<file path="src/rtl/booth_pkg.sv">
// booth_pkg: shared FSM state type and default operand width for the Booth multiplier
package booth_pkg;
  localparam int DEFAULT_WIDTH = 8;
  typedef enum logic [1:0] {IDLE, EVAL, SHIFT, DONE} state_t;
endpackage

</file>
<file path="src/rtl/booth_datapath.sv">
// booth_datapath: A/Q/Q_1/M registers with add/subtract and arithmetic right shift for radix-2 Booth
module booth_datapath
  import booth_pkg::*;
#(
  parameter int WIDTH = DEFAULT_WIDTH
) (
  input  logic               Clk_100M,
  input  logic               reset,
  input  logic               i_load,
  input  logic               i_clear,
  input  logic               i_add,
  input  logic               i_sub,
  input  logic               i_shift,
  input  logic [WIDTH-1:0]   i_m,
  input  logic [WIDTH-1:0]   i_q,
  output logic [2*WIDTH-1:0] o_prod,
  output logic [1:0]         o_pair
);
  logic [WIDTH:0]   r_a;
  logic [WIDTH-1:0] r_q;
  logic [WIDTH-1:0] r_m;
  logic             r_q_1;
  logic [WIDTH:0]   w_m_ext;
  logic [WIDTH:0]   w_sum;
  assign w_m_ext = {r_m[WIDTH-1], r_m};
  assign w_sum   = i_sub ? r_a - w_m_ext : r_a + w_m_ext;
  assign o_prod  = {r_a[WIDTH-1:0], r_q};
  assign o_pair  = {r_q[0], r_q_1};
  // Load operands, accumulate +/-M, or shift {A,Q,Q_1} right with A's sign replicated
  always_ff @(posedge Clk_100M) begin
    if (reset || i_clear) begin
      r_a   <= '0;
      r_q   <= '0;
      r_m   <= '0;
      r_q_1 <= 1'b0;
    end else if (i_load) begin
      r_a   <= '0;
      r_q   <= i_q;
      r_m   <= i_m;
      r_q_1 <= 1'b0;
    end else if (i_add || i_sub) begin
      r_a <= w_sum;
    end else if (i_shift) begin
      r_a   <= {r_a[WIDTH], r_a[WIDTH:1]};
      r_q   <= {r_a[0], r_q[WIDTH-1:1]};
      r_q_1 <= r_q[0];
    end
  end
endmodule

</file>
<file path="src/rtl/booth_sequencer.sv">
// booth_sequencer: sequential signed Booth multiplier started by a push-button edge; BOOTH_ZERO_BYPASS_EN skips zero operands
module booth_sequencer
  import booth_pkg::*;
#(
  parameter int WIDTH = DEFAULT_WIDTH
) (
  input  logic               Clk_100M,
  input  logic               reset,
  input  logic               start,
  input  logic [WIDTH-1:0]   multiplicand,
  input  logic [WIDTH-1:0]   multiplier,
  output logic [2*WIDTH-1:0] product,
  output logic               busy,
  output logic               done
);
  localparam int CW = $clog2(WIDTH + 1);
  state_t            r_state;
  state_t            w_next;
  logic              r_start_prev;
  logic [CW-1:0]     r_count;
  logic              w_edge;
  logic              w_zero;
  logic              w_load;
  logic              w_clear;
  logic              w_add;
  logic              w_sub;
  logic              w_shift;
  logic [2*WIDTH-1:0] w_prod;
  logic [1:0]        w_pair;
  assign w_edge = start & ~r_start_prev;
  assign busy   = r_state != IDLE;
`ifdef BOOTH_ZERO_BYPASS_EN
  assign w_zero = (multiplicand == '0) || (multiplier == '0);
`else
  assign w_zero = 1'b0;
`endif
  booth_datapath #(.WIDTH(WIDTH)) u_dp (
    .Clk_100M(Clk_100M),
    .reset(reset),
    .i_load(w_load),
    .i_clear(w_clear),
    .i_add(w_add),
    .i_sub(w_sub),
    .i_shift(w_shift),
    .i_m(multiplicand),
    .i_q(multiplier),
    .o_prod(w_prod),
    .o_pair(w_pair)
  );
  // Next state and datapath strobes; EVAL picks add/sub from the Booth pair {Q[0],Q_1}
  always_comb begin
    w_next  = r_state;
    w_load  = 1'b0;
    w_clear = 1'b0;
    w_add   = 1'b0;
    w_sub   = 1'b0;
    w_shift = 1'b0;
    case (r_state)
      IDLE: begin
        w_load  = w_edge & ~w_zero;
        w_clear = w_edge & w_zero;
        w_next  = w_edge ? (w_zero ? DONE : EVAL) : IDLE;
      end
      EVAL: begin
        w_add  = w_pair == 2'b01;
        w_sub  = w_pair == 2'b10;
        w_next = SHIFT;
      end
      SHIFT: begin
        w_shift = 1'b1;
        w_next  = (r_count == CW'(1)) ? DONE : EVAL;
      end
      default: w_next = IDLE;
    endcase
  end
  // State register
  always_ff @(posedge Clk_100M) r_state <= reset ? IDLE : w_next;
  // Edge history, iteration count, and the registered result/completion pulse
  always_ff @(posedge Clk_100M) begin
    if (reset) begin
      r_start_prev <= 1'b1;
      r_count      <= '0;
      product      <= '0;
      done         <= 1'b0;
    end else begin
      r_start_prev <= start;
      r_count      <= w_load ? CW'(WIDTH) : w_shift ? r_count - CW'(1) : r_count;
      done         <= r_state == DONE;
      if (r_state == DONE) product <= w_prod;
    end
  end
endmodule
</file>
<file path="config.mk">
export PLATFORM = sky130hd
export DESIGN_NAME = booth_sequencer
export DESIGN_NICKNAME = d
export VERILOG_FILES = /design/src/rtl/booth_pkg.sv /design/src/rtl/booth_datapath.sv /design/src/rtl/booth_sequencer.sv
export SDC_FILE = /design/constraint.sdc
export NUM_CORES = 1
export LEC_CHECK = 0
export CORE_MARGIN = 2
export CORE_UTILIZATION = 58
export CTS_CLUSTER_DIAMETER = 150
export DETAILED_ROUTE_END_ITERATION = 12
export PLACE_DENSITY = 0.85
export SLEW_MARGIN = 20
export SYNTH_ARGS = -nofsm -noshare
export SYNTH_HDL_FRONTEND = slang
export SYNTH_SLANG_ARGS = --single-unit
</file>
<file path="constraint.sdc">
create_clock -name Clk_100M -period 4.8 [get_ports Clk_100M]
set_clock_uncertainty 0.1 [all_clocks]
set_input_delay 0.96 -clock Clk_100M [delete_from_list [all_inputs] [get_ports Clk_100M]]
set_output_delay 0.96 -clock Clk_100M [all_outputs]
set_load 0.02 [all_outputs]
</file>
==> results of run 1 <==
## kinds of logic after synthesis
family / share of synthesized area
simple gates: 0.2120
compound gates: 0.2110
flops: 0.4057
buf+inv: 0.05324
xor+xnor: 0.04615
fa+ha+maj: 0.06389
mux: 0.008114
## worst paths after layout
| kind | start | end | slack [ns] | depth (start not counted) |
|---|---|---|---|---|
| worst min-delay path | product[5] | product[5] | 0.36 | 2 |
| worst max-delay path | u_dp.r_q[0] | u_dp.r_a[8] | 1.96 | 9 |
| worst max register to register | u_dp.r_q[0] | u_dp.r_a[8] | 1.96 | 9 |
| worst min register to register | product[5] | product[5] | 0.36 | 2 |
## layout by cell type, fill, tap and decap left out, types with 3 or more instances in the layout
| cell type | count |
|---|---|
| a21oi_1 | 50 |
| nor2_1 | 20 |
| a22oi_1 | 13 |
| clkdlybuf4s50_1 | 36 |
| dfxtp_1 | 50 |
| nand2_1 | 67 |
| a211oi_2 | 4 |
| inv_1 | 13 |
| clkbuf_8 | 5 |
| ha_1 | 11 |
| xor2_1 | 3 |
| xnor2_1 | 10 |
| buf_4 | 3 |
| nor3_1 | 3 |
## per-stage QoR
step | worst slack, ns | cells | instance area, sq um | util
floorplan | 2.275 | 300 | 2467 | -
global placement | 2.079 | 373 | 2830 | 0.6975
detailed placement | 1.975 | 373 | 2830 | 0.6975
CTS | 1.966 | 381 | 2940 | 0.7246
global route | 1.692 | 381 | 2940 | 0.7246
finish | 1.960 | 381 | 2940 | 0.7246
## report_power, final
group / internal [W] / leakage, nW / switching, W
combinational: 0.0000648 / 0.561 / 0.0000700
sequential: 0.000422 / 0.404 / 0.00000766
clock: 0.000155 / 0.0514 / 0.000137
total: 0.000642 / 1.02 / 0.000215
## area by class of cell
| cell class | count | area (sq um) | share of cell area |
|---|---|---|---|
| Clock buffer | 6 | 72.57 | 0.02468 |
| Clock inverter | 2 | 37.54 | 0.01277 |
| Inverter | 13 | 48.80 | 0.01660 |
| Multi-Input combinational cell | 221 | 1335 | 0.4540 |
| Sequential cell | 50 | 1001 | 0.3404 |
| Tap cell | 50 | 62.56 | 0.02128 |
| Timing Repair Buffer | 39 | 382.9 | 0.1302 |
## per-layer routing
| metal | global-route usage | part of all wire | wire (microns) | vias to the layer above |
|---|---|---|---|---|
| li1 | - | - | - | 1081 |
| met1 | 0.2983 | 0.44 | 2338 | 1016 |
| met2 | 0.3868 | 0.49 | 2567 | 66 |
| met3 | 0.04797 | 0.055 | 291 | 8 |
| met4 | 0.08061 | 0.014 | 72 | 0 |
| met5 | 0 | 0 | 0 | - |
## tightest hold or removal path: stages, from the launching register on
cell	delay, ns
dfxtp_1	0.31
nand2_1	0.05
a21oi_1	0.05
## flip-flops by register name, indices dropped and copies added (netlist names)
name	flops
product	16
u_dp.r_a	9
u_dp.r_m	8
u_dp.r_q	8
r_count	4
r_state	2
done	1
r_start_prev	1
u_dp.r_q_1	1
==> results.txt, run 1 <==
Slowest cell delay on critical path: 0.49 ns
Total negative slack: 0 ns
IO buf count: 36
DR vias/cell: 5.698
Layout overhead on the synthesized area: 19.17%
Max_slew headroom: 0.5960
Top cells by area, synth: dfxtp_1 (41%), nand2_1 (10%), a21oi_1 (10%)
Overall power: 0.0008570 W
Routed WL: 5270 microns
CP arrival: 2.95 ns
Post-synth EDFFs: 0
Synth Net Count: 331
Final HPWL DP: 3769 microns
Pleak: 1.017 nW
Worst path required time: 4.91 ns
Final hold vios: 0
CTS Buf Count: 5
Worst setup EP type: register
CTS tree: built
Cts repair resizes: 0
Register area share after synthesis: 0.4057
Final net count: 361
FFs w/ async S/R, synth: 0
Max-cap violations: 0
Yosys top cell area share: 0.4057
Hold Buf Count CTS: 0
CP Max Fanout: 9
Largest net degree at the start of global routing: 39
Initial Util: 0.6081
# diodes: 0
CP Cell Sequence: and4bb_1, mux2i_1, fa_1, a211oi_2, nor3_1, a211oi_2, xnor2_1, a211oi_2, a31o_1
Most common flop cell mapped by yosys: dfxtp_1
Final setup fails: 0
Initial antenna violation count: 0
Power per cell area: 291.4 mW/mm^2
Worst hold margin: 0.3560 ns
Core ar.: 0.004058 sq mm
Final worst path period share: 0.5916
Crit path kind: reg2reg
DRT iter0 DRCs: 172
Share of layout cells above drive strength 1: 0.06042
Register clock-pin slew on the reported worst setup and hold paths: 0.09 ns
GPL Wtd Cong: 0.9219
Die H: 69.23 microns
Via count: 2171
Unique masters post-synth: 47
Crit path buffers/inverters: 0
Register bit total from synthesis: 50
Slew Limit Fails: 0
Synthesized area: 0.002467 sq mm
Clk root buf: clkbuf_8
Cell Rows: 23
Io pins: 37
Worst setup SP type: register
H-tree depth: 2
Clk sink count: 50
Clk buf depth: 2
Fillers: 322
Yosys warns: 0
Vias in the first global route: 2119
Syn Area/Cell: 8.225 sq um
Mapped Cells: 300
Maximum vdd drop: 238.0 uV
Yosys top cell by area: dfxtp_1
Final antenna-violating net count: 0
Most used cell, CP: a211oi_2
GRT Residual Overflow: 0
Most frequent cell after synthesis: nand2_1
DR DRC count: 0
Commonest cells in the netlist: nand2_1 (67), a21oi_1 (50), dfxtp_1 (50)
Final Critical Period: 2.840 ns
First-pass GRT wire length: 9294 microns
Worst-Margin Slew: 0.6038 ns
Fmax: 352.1 MHz
Postcts setup bufs: 0
Pre-antenna DRT Iters: 4
Total track usage: 0.2320
DIE WIDTH: 69.23 microns
Crit path max-delay cell type: fa_1
RSZ-0062 raised after global routing: false
Status: finished, final reports clean
Die area: 0.004792 sq mm
Routed wire per std cell: 13.83 microns
Worst Hold Class: reg2reg
Cell family with most CP delay: compound AO/OA/AOI/OAI gates
Clock latency on the worst-skew pair: 0.31 ns
Power figures use the tool's default switching activity.
==> run 2, diff against run 1 <==
CORE_UTILIZATION = 48   (was 58)
PLACE_DENSITY = 0.75   (was 0.85)
clock period = 2.6 ns   (was 4.8 ns; I/O delays follow)
==> run 2 against run 1 <==
  * Non-clock buffer count up 18
  * Global-route usage decreased by 2.7 points
  * Worst setup slack worse by 1.9 ns
  * Via count rose by 1.7%
  * Clock power rose by 57%
  * Critical path type unchanged
  * Count of clock-buffer cells in the layout decreased by 1
==> results.txt, run 2 (same netlist as run 1, synthesis figures left out) <==
Worst setup SP type: register
Area of the multi-input gates: 0.001414 sq mm (+5.9%)
Utilization after layout: 0.6303 (-0.09437)
Commonest non-fill, non-tap cell in the layout: nand2_1
Placed cell area: 0.002953 sq mm (+4.3%)
Status: finished, final reports clean
Maximum vdd drop: 328.8 uV (+38%)
Clk sink count: 50 (unchanged)
Initial antenna violation count: 0 (unchanged)
WL met1: 2671 microns (+14%)
Internal power component: 0.001121 W (+75%)
RSZ-0062 raised after global routing: true
CTS Buf Count: 5 (unchanged)
Die H: 75.70 microns (+9.3%)
Final antenna-violating net count: 0 (unchanged)
Overall power: 0.001557 W (+82%)
DRT iter0 DRCs: 183 (+6.4%)
IO buf count: 36 (unchanged)
GPL Wtd Cong: 0.9064 (-1.7%)
Fillers: 457 (+42%)
Clk buf depth: 2 (unchanged)
Max-cap violations: 0 (unchanged)
Initial Util: 0.4893 (-0.1187)
DIE WIDTH: 75.70 microns (+9.3%)
Sequential Area: 0.001015 sq mm (+1.4%)
Uppermost layer routed: met4
Worst path required time: 2.71 ns (-2.20 ns)
GRT Residual Overflow: 0 (unchanged)
Max FFs per register: 16 (unchanged)
Share of layout cells above drive strength 1: 0.1753 (+0.1149)
Cell Rows: 26 (+13%)
Worst-Margin Slew: 0.6188 ns (+0.01501 ns)
Layout overhead on the synthesized area: 28.80%
Via count: 2208 (+1.7%)
Crit path kind: reg2reg
Worst hold margin: 0.3577 ns (+0.001787 ns)
Fmax: 394.7 MHz (+12%)
Core ar.: 0.005042 sq mm (+24%)
Worst setup EP type: register
Hold Buf Count CTS: 0 (unchanged)
Slew Limit Fails: 0 (unchanged)
Final hold vios: 0 (unchanged)
Non-Filler Instances: 418 (+9.7%)
Net Sw Frac: 0.2802 (+0.02948)
Routed WL: 5652 microns (+7.2%)
Die area: 0.005730 sq mm (+20%)
Final instance area: 0.003178 sq mm (+8.1%)
# placed instances: 406 (+8.8%)
Vias in the first global route: 1897 (-10%)
Power per cell area: 489.9 mW/mm^2 (+68%)
Register clock-pin slew on the reported worst setup and hold paths: 0.09 ns (about the same)
Clock latency on the worst-skew pair: 0.31 ns (about the same)
Met3 routed WL: 204 microns (-30%)
Sequential power share: 0.508 (+0.007)
# diodes: 0 (unchanged)
Most flop-heavy register: product
CTS tree: built
Final HPWL DP: 3868 microns (+2.6%)
CP Max Fanout: 5 (-4)
Pre-antenna DRT Iters: 4 (unchanged)
Top flop regs: product (16), u_dp.r_a (9)
H-tree depth: 2 (unchanged)
First-pass GRT wire length: 8845 microns (-4.8%)
Clk root buf: clkbuf_8
Final net count: 379 (+5.0%)
Routed wire per std cell: 13.52 microns (-2.2%)
Most frequent cells in the layout: nand2_1 (67), a21oi_1 (46), dfxtp_1 (45)
DR vias/cell: 5.282 (-7.3%)
DR DRC count: 0 (unchanged)
Max_slew headroom: 0.5860 (-0.01004)
Final Critical Period: 2.533 ns (-0.3064 ns)
Gate power share: 0.196 (+0.039)
Worst Hold Class: reg2reg
Clock network fraction of design power: 0.296 (-0.046)
Final setup fails: 0 (unchanged)
Sw power: 0.0004362 W (+100%)
Io pins: 37 (unchanged)
Pleak: 1.137 nW (+12%)
Total track usage: 0.2049 (-0.02708)
Largest net degree at the start of global routing: 38 (-2.6%)
Final worst path period share: 0.9744 (+0.3828)
CP arrival: 2.65 ns (-0.30 ns)
Met2 wire len: 2696 microns (+5.0%)
[run 2: cell count changes in the layout (fill, tap and decap cells not counted), moves of 2 or more]
cell     change
buf_4       +16
dfxtp_1      -5
a21oi_1      -4
a21oi_2      +4
dfxtp_4      +3
buf_6        +2
dfxtp_2      +2
inv_1        -2
inv_4        +2
nor2_1       -2
nor2_2       +2
o21ai_2      +2
[run 2: path summary, 6_finish.rpt]
check	startpoint	to	slack [ns]	cells after the start
min	product[13]	product[13]	0.36	2
max reg2reg	u_dp.r_m[1]	u_dp.r_a[8]	0.07	12
min reg2reg	product[13]	product[13]	0.36	2
max	u_dp.r_m[1]	u_dp.r_a[8]	0.07	12
[run 2: final cells by class]
type                       count  share of cell area
sequential                    50              0.3193
inverter                      13             0.01693
clock buffer                   5             0.02165
timing repair buffer          57              0.1654
clock inverter                 2            0.004331
multi-input combinational    221              0.4449
tap                           70             0.02756
[run 2: timing repair]
item | in CTS | in global routing
gates resized for setup | 3 | 30
pin swaps | 1 | 18
endpoints found under the setup margin | 1 | 4
gates cloned | 0 | 0
buffers inserted | 0 | 5
[run 2: metrics by stage]
step | setup TNS [ns] | setup slack, ns
after floorplan | 0 | 0.07519
after global routing | -0.1371 | -0.1016
final | 0 | 0.06662
after global placement | 0 | 0.01553
after detailed placement | -0.02494 | -0.02494
after CTS | 0 | 0.001084
[run 2: power groups by stage]
| stage | Combinational (W) | Sequential (W) | Clock [W] |
|---|---|---|---|
| after floorplan | 0.000185 | 0.000808 | 0 |
| after global placement | 0.000267 | 0.000809 | 0 |
| after global routing | 0.000335 | 0.000794 | 0.000498 |
| final | 0.000305 | 0.000791 | 0.000460 |
| after CTS | 0.000273 | 0.000792 | 0.000466 |
| after detailed placement | 0.000270 | 0.000810 | 0 |
[run 2: worst max-delay path, stage by stage (launching register included)]
cell and delay, ns:
dfxtp_4 0.38, inv_4 0.06, ha_4 0.13, nor4b_4 0.25, a21oi_2 0.10, xnor2_1 0.15, ha_1 0.39, inv_1 0.11
o21ai_2 0.07, a211oi_2 0.25, xnor2_2 0.16, a211oi_2 0.09, a31o_1 0.20
[run 2: metal layers]
metal	up-vias	GRT usage
met5	-	0
li1	1123	-
met3	6	0.03968
met1	1036	0.2835
met2	43	0.3237
met4	0	0.06433
==> run 3, diff against run 2 <==
ABC_AREA = 1   (was unset)
CORE_MARGIN = unset   (was 2)
==> run 3 against run 2 <==
  * Final cell count grew 7.2%
  * Clock power decreased by 3%
  * Hold slack improved by 0.025 ns
  * Via count is 3.0% higher
  * Count of clock-buffer cells in the layout stayed put
  * Final area fell by 5.7%
  * Wire length fell by 4.8%
  * Synthesized area rose by 1.0%
  * First-iteration DRC count shrank 26%
  * Largest cell class unchanged
==> results.txt, run 3 <==
Register clock-pin slew on the reported worst setup and hold paths: 0.09 ns (about the same)
Post-route setup slack: 0.1854 ns (+0.1188 ns)
DIE WIDTH: 74.06 microns (-2.2%)
Most frequent cells in the layout: nand2_1 (72), dfxtp_1 (50), nor2_1 (47)
GPL Wtd Cong: 0.8984 (-0.88%)
Maximum vdd drop: 274.5 uV (-17%)
Pre-antenna DRT Iters: 4 (unchanged)
Met2 wire len: 2678 microns (-0.67%)
First-pass GRT wire length: 8990 microns (+1.6%)
Vias in the first global route: 2086 (+10%)
Via count: 2275 (+3.0%)
# placed instances: 441 (+8.6%)
Synth Net Count: 375 (+13%)
Pleak: 1.215 nW (+6.8%)
Max FFs per register: 16 (unchanged)
Non-Filler Instances: 448 (+7.2%)
Final HPWL DP: 4040 microns (+4.4%)
Register area share after synthesis: 0.4016 (-0.004073)
Initial antenna violation count: 0 (unchanged)
Total negative slack: 0 ns (unchanged)
Most used cell, CP: nand2_1
Core ar.: 0.004848 sq mm (-3.8%)
Commonest non-fill, non-tap cell in the layout: nand2_1
Worst hold margin: 0.3825 ns (+0.02471 ns)
Post-synth EDFFs: 0 (unchanged)
# diodes: 0 (unchanged)
Cts repair resizes: 0 (-3)
Final setup fails: 0 (unchanged)
Top cells by area, synth: dfxtp_1 (40%), nand2_1 (11%), nor2_1 (7.1%)
Synthesized area: 0.002492 sq mm (+1.0%)
CTS Buf Count: 5 (unchanged)
Final Critical Period: 2.415 ns (-0.1188 ns)
Worst path required time: 2.67 ns (-0.04 ns)
Status: finished, final reports clean
Yosys top cell area share: 0.4016 (-0.004073)
Final antenna-violating net count: 0 (unchanged)
Slowest cell delay on critical path: 0.39 ns (about the same)
Unique masters post-synth: 36 (-23%)
Most common flop cell mapped by yosys: dfxtp_1
Clk sink count: 50 (unchanged)
Commonest cells in the netlist: nand2_1 (72), dfxtp_1 (50), nor2_1 (47)
Clk buf depth: 2 (unchanged)
Pre-CTS WS: 0.2201 ns (+0.2450 ns)
Crit path buffers/inverters: 1 (-1)
H-tree depth: 2 (unchanged)
Worst Hold Class: reg2reg
Max-cap violations: 0 (unchanged)
CTS tree: built
Layout overhead on the synthesized area: 20.23%
Yosys top cell by area: dfxtp_1
Worst setup EP type: register
DRT iter0 DRCs: 135 (-26%)
Most frequent cell after synthesis: nand2_1
Power per cell area: 506.0 mW/mm^2 (+3.3%)
Mapped Cells: 344 (+15%)
IO buf count: 36 (unchanged)
Final worst path period share: 0.9287 (-0.04570)
WL met1: 2497 microns (-6.5%)
FFs w/ async S/R, synth: 0 (unchanged)
DR DRC count: 0 (unchanged)
Met3 routed WL: 164 microns (-20%)
Register bit total from synthesis: 50 (unchanged)
Max_slew headroom: 0.6237 (+0.03773)
Crit path max-delay cell type: dfxtp_1
Uppermost layer routed: met4
Hold Buf Count CTS: 0 (unchanged)
RSZ-0062 raised after global routing: false
Initial Util: 0.5141 (+0.02473)
Crit path kind: reg2reg
Routed WL: 5380 microns (-4.8%)
Cell family with most CP delay: simple AND/OR/NAND/NOR gates
Cell Rows: 25 (-3.8%)
DR vias/cell: 5.078 (-3.9%)
GRT Residual Overflow: 0 (unchanged)
Io pins: 37 (unchanged)
CP Cell Sequence: nand2_1, nor2_4, inv_1, nand2_1, xor2_1, ha_1, or2_1, nand2_1, nor2_1, nor2_1, nand2_1, nand3_1, a31oi_1
Syn Area/Cell: 7.245 sq um (-12%)
Yosys warns: 0 (unchanged)
Top flop regs: product (16), u_dp.r_a (9)
Largest net degree at the start of global routing: 27 (-29%)
Die H: 74.06 microns (-2.2%)
Worst-Margin Slew: 0.5631 ns (-0.05567 ns)
Total track usage: 0.2130 (+0.008102)
Final hold vios: 0 (unchanged)
Worst setup SP type: register
Overall power: 0.001516 W (-2.6%)
Clk root buf: clkbuf_8
Die area: 0.005485 sq mm (-4.3%)
Slew Limit Fails: 0 (unchanged)
Most flop-heavy register: product
CP Max Fanout: 8 (+3)
Clock latency on the worst-skew pair: 0.30 ns (about the same)
CP arrival: 2.48 ns (-0.17 ns)
Share of layout cells above drive strength 1: 0.08136 (-0.09392)
Postcts setup bufs: 0 (unchanged)
Final net count: 412 (+8.7%)
Routed wire per std cell: 12.01 microns (-11%)
Fmax: 414.2 MHz (+4.9%)
==> run 3: where the power goes <==
part           internal, W  leakage, nW  switching, W  total (W)
Clock             0.000186       0.0444      0.000260   0.000446
Sequential        0.000782        0.405     0.0000122   0.000794
Combinational     0.000115        0.766      0.000161   0.000277
==> run 3: final timing paths <==
kind / slack (ns) / start / cells past startpoint / end
setup / recovery: 0.19 / u_dp.r_q[0] / 13 / u_dp.r_a[6]
hold / removal: 0.38 / u_dp.r_q[1] / 2 / u_dp.r_q[1]
setup reg to reg: 0.19 / u_dp.r_q[0] / 13 / u_dp.r_a[6]
hold reg to reg: 0.38 / u_dp.r_q[1] / 2 / u_dp.r_q[1]
==> run 3: layer usage <==
metal | vias to the layer above | track usage
met3 | 4 | 0.04065
li1 | 1179 | -
met4 | 0 | 0.07692
met1 | 1052 | 0.2607
met2 | 40 | 0.3717
met5 | - | 0
==> run 3: through the flow <==
stage	instance area (sq um)	utilization
after floorplan	2492	-
after CTS	2992	0.6170
after detailed placement	2909	0.6000
after global routing	2997	0.6181
after global placement	2909	0.6000
final	2997	0.6181
==> run 3: final cells by class <==
class	instances	area, sq um
Clock buffer	5	68.82
Clock inverter	2	13.76
Fill cell	481	1852
Inverter	43	161.4
Multi-Input combinational cell	240	1270
Sequential cell	50	1001
Tap cell	67	83.83
Timing Repair Buffer	41	397.9
==> run 3: tightest hold or removal path, delay by kind of cell (launching register included) <==
| family | cells | cell delay (ns) |
|---|---|---|
| flops | 1 | 0.32 |
| compound gates | 1 | 0.06 |
| simple gates | 1 | 0.06 |
==> run 3: cells by family (layout without fill, tap and decap cells) <==
group           after synthesis  in the layout  share of synthesized area
xor+xnor                      7              7                    0.02460
buf+inv                      54             91                    0.09086
fa+ha+maj                    12             12                    0.06325
flops                        50             50                     0.4016
simple gates                149            149                     0.2600
compound gates               72             72                     0.1596
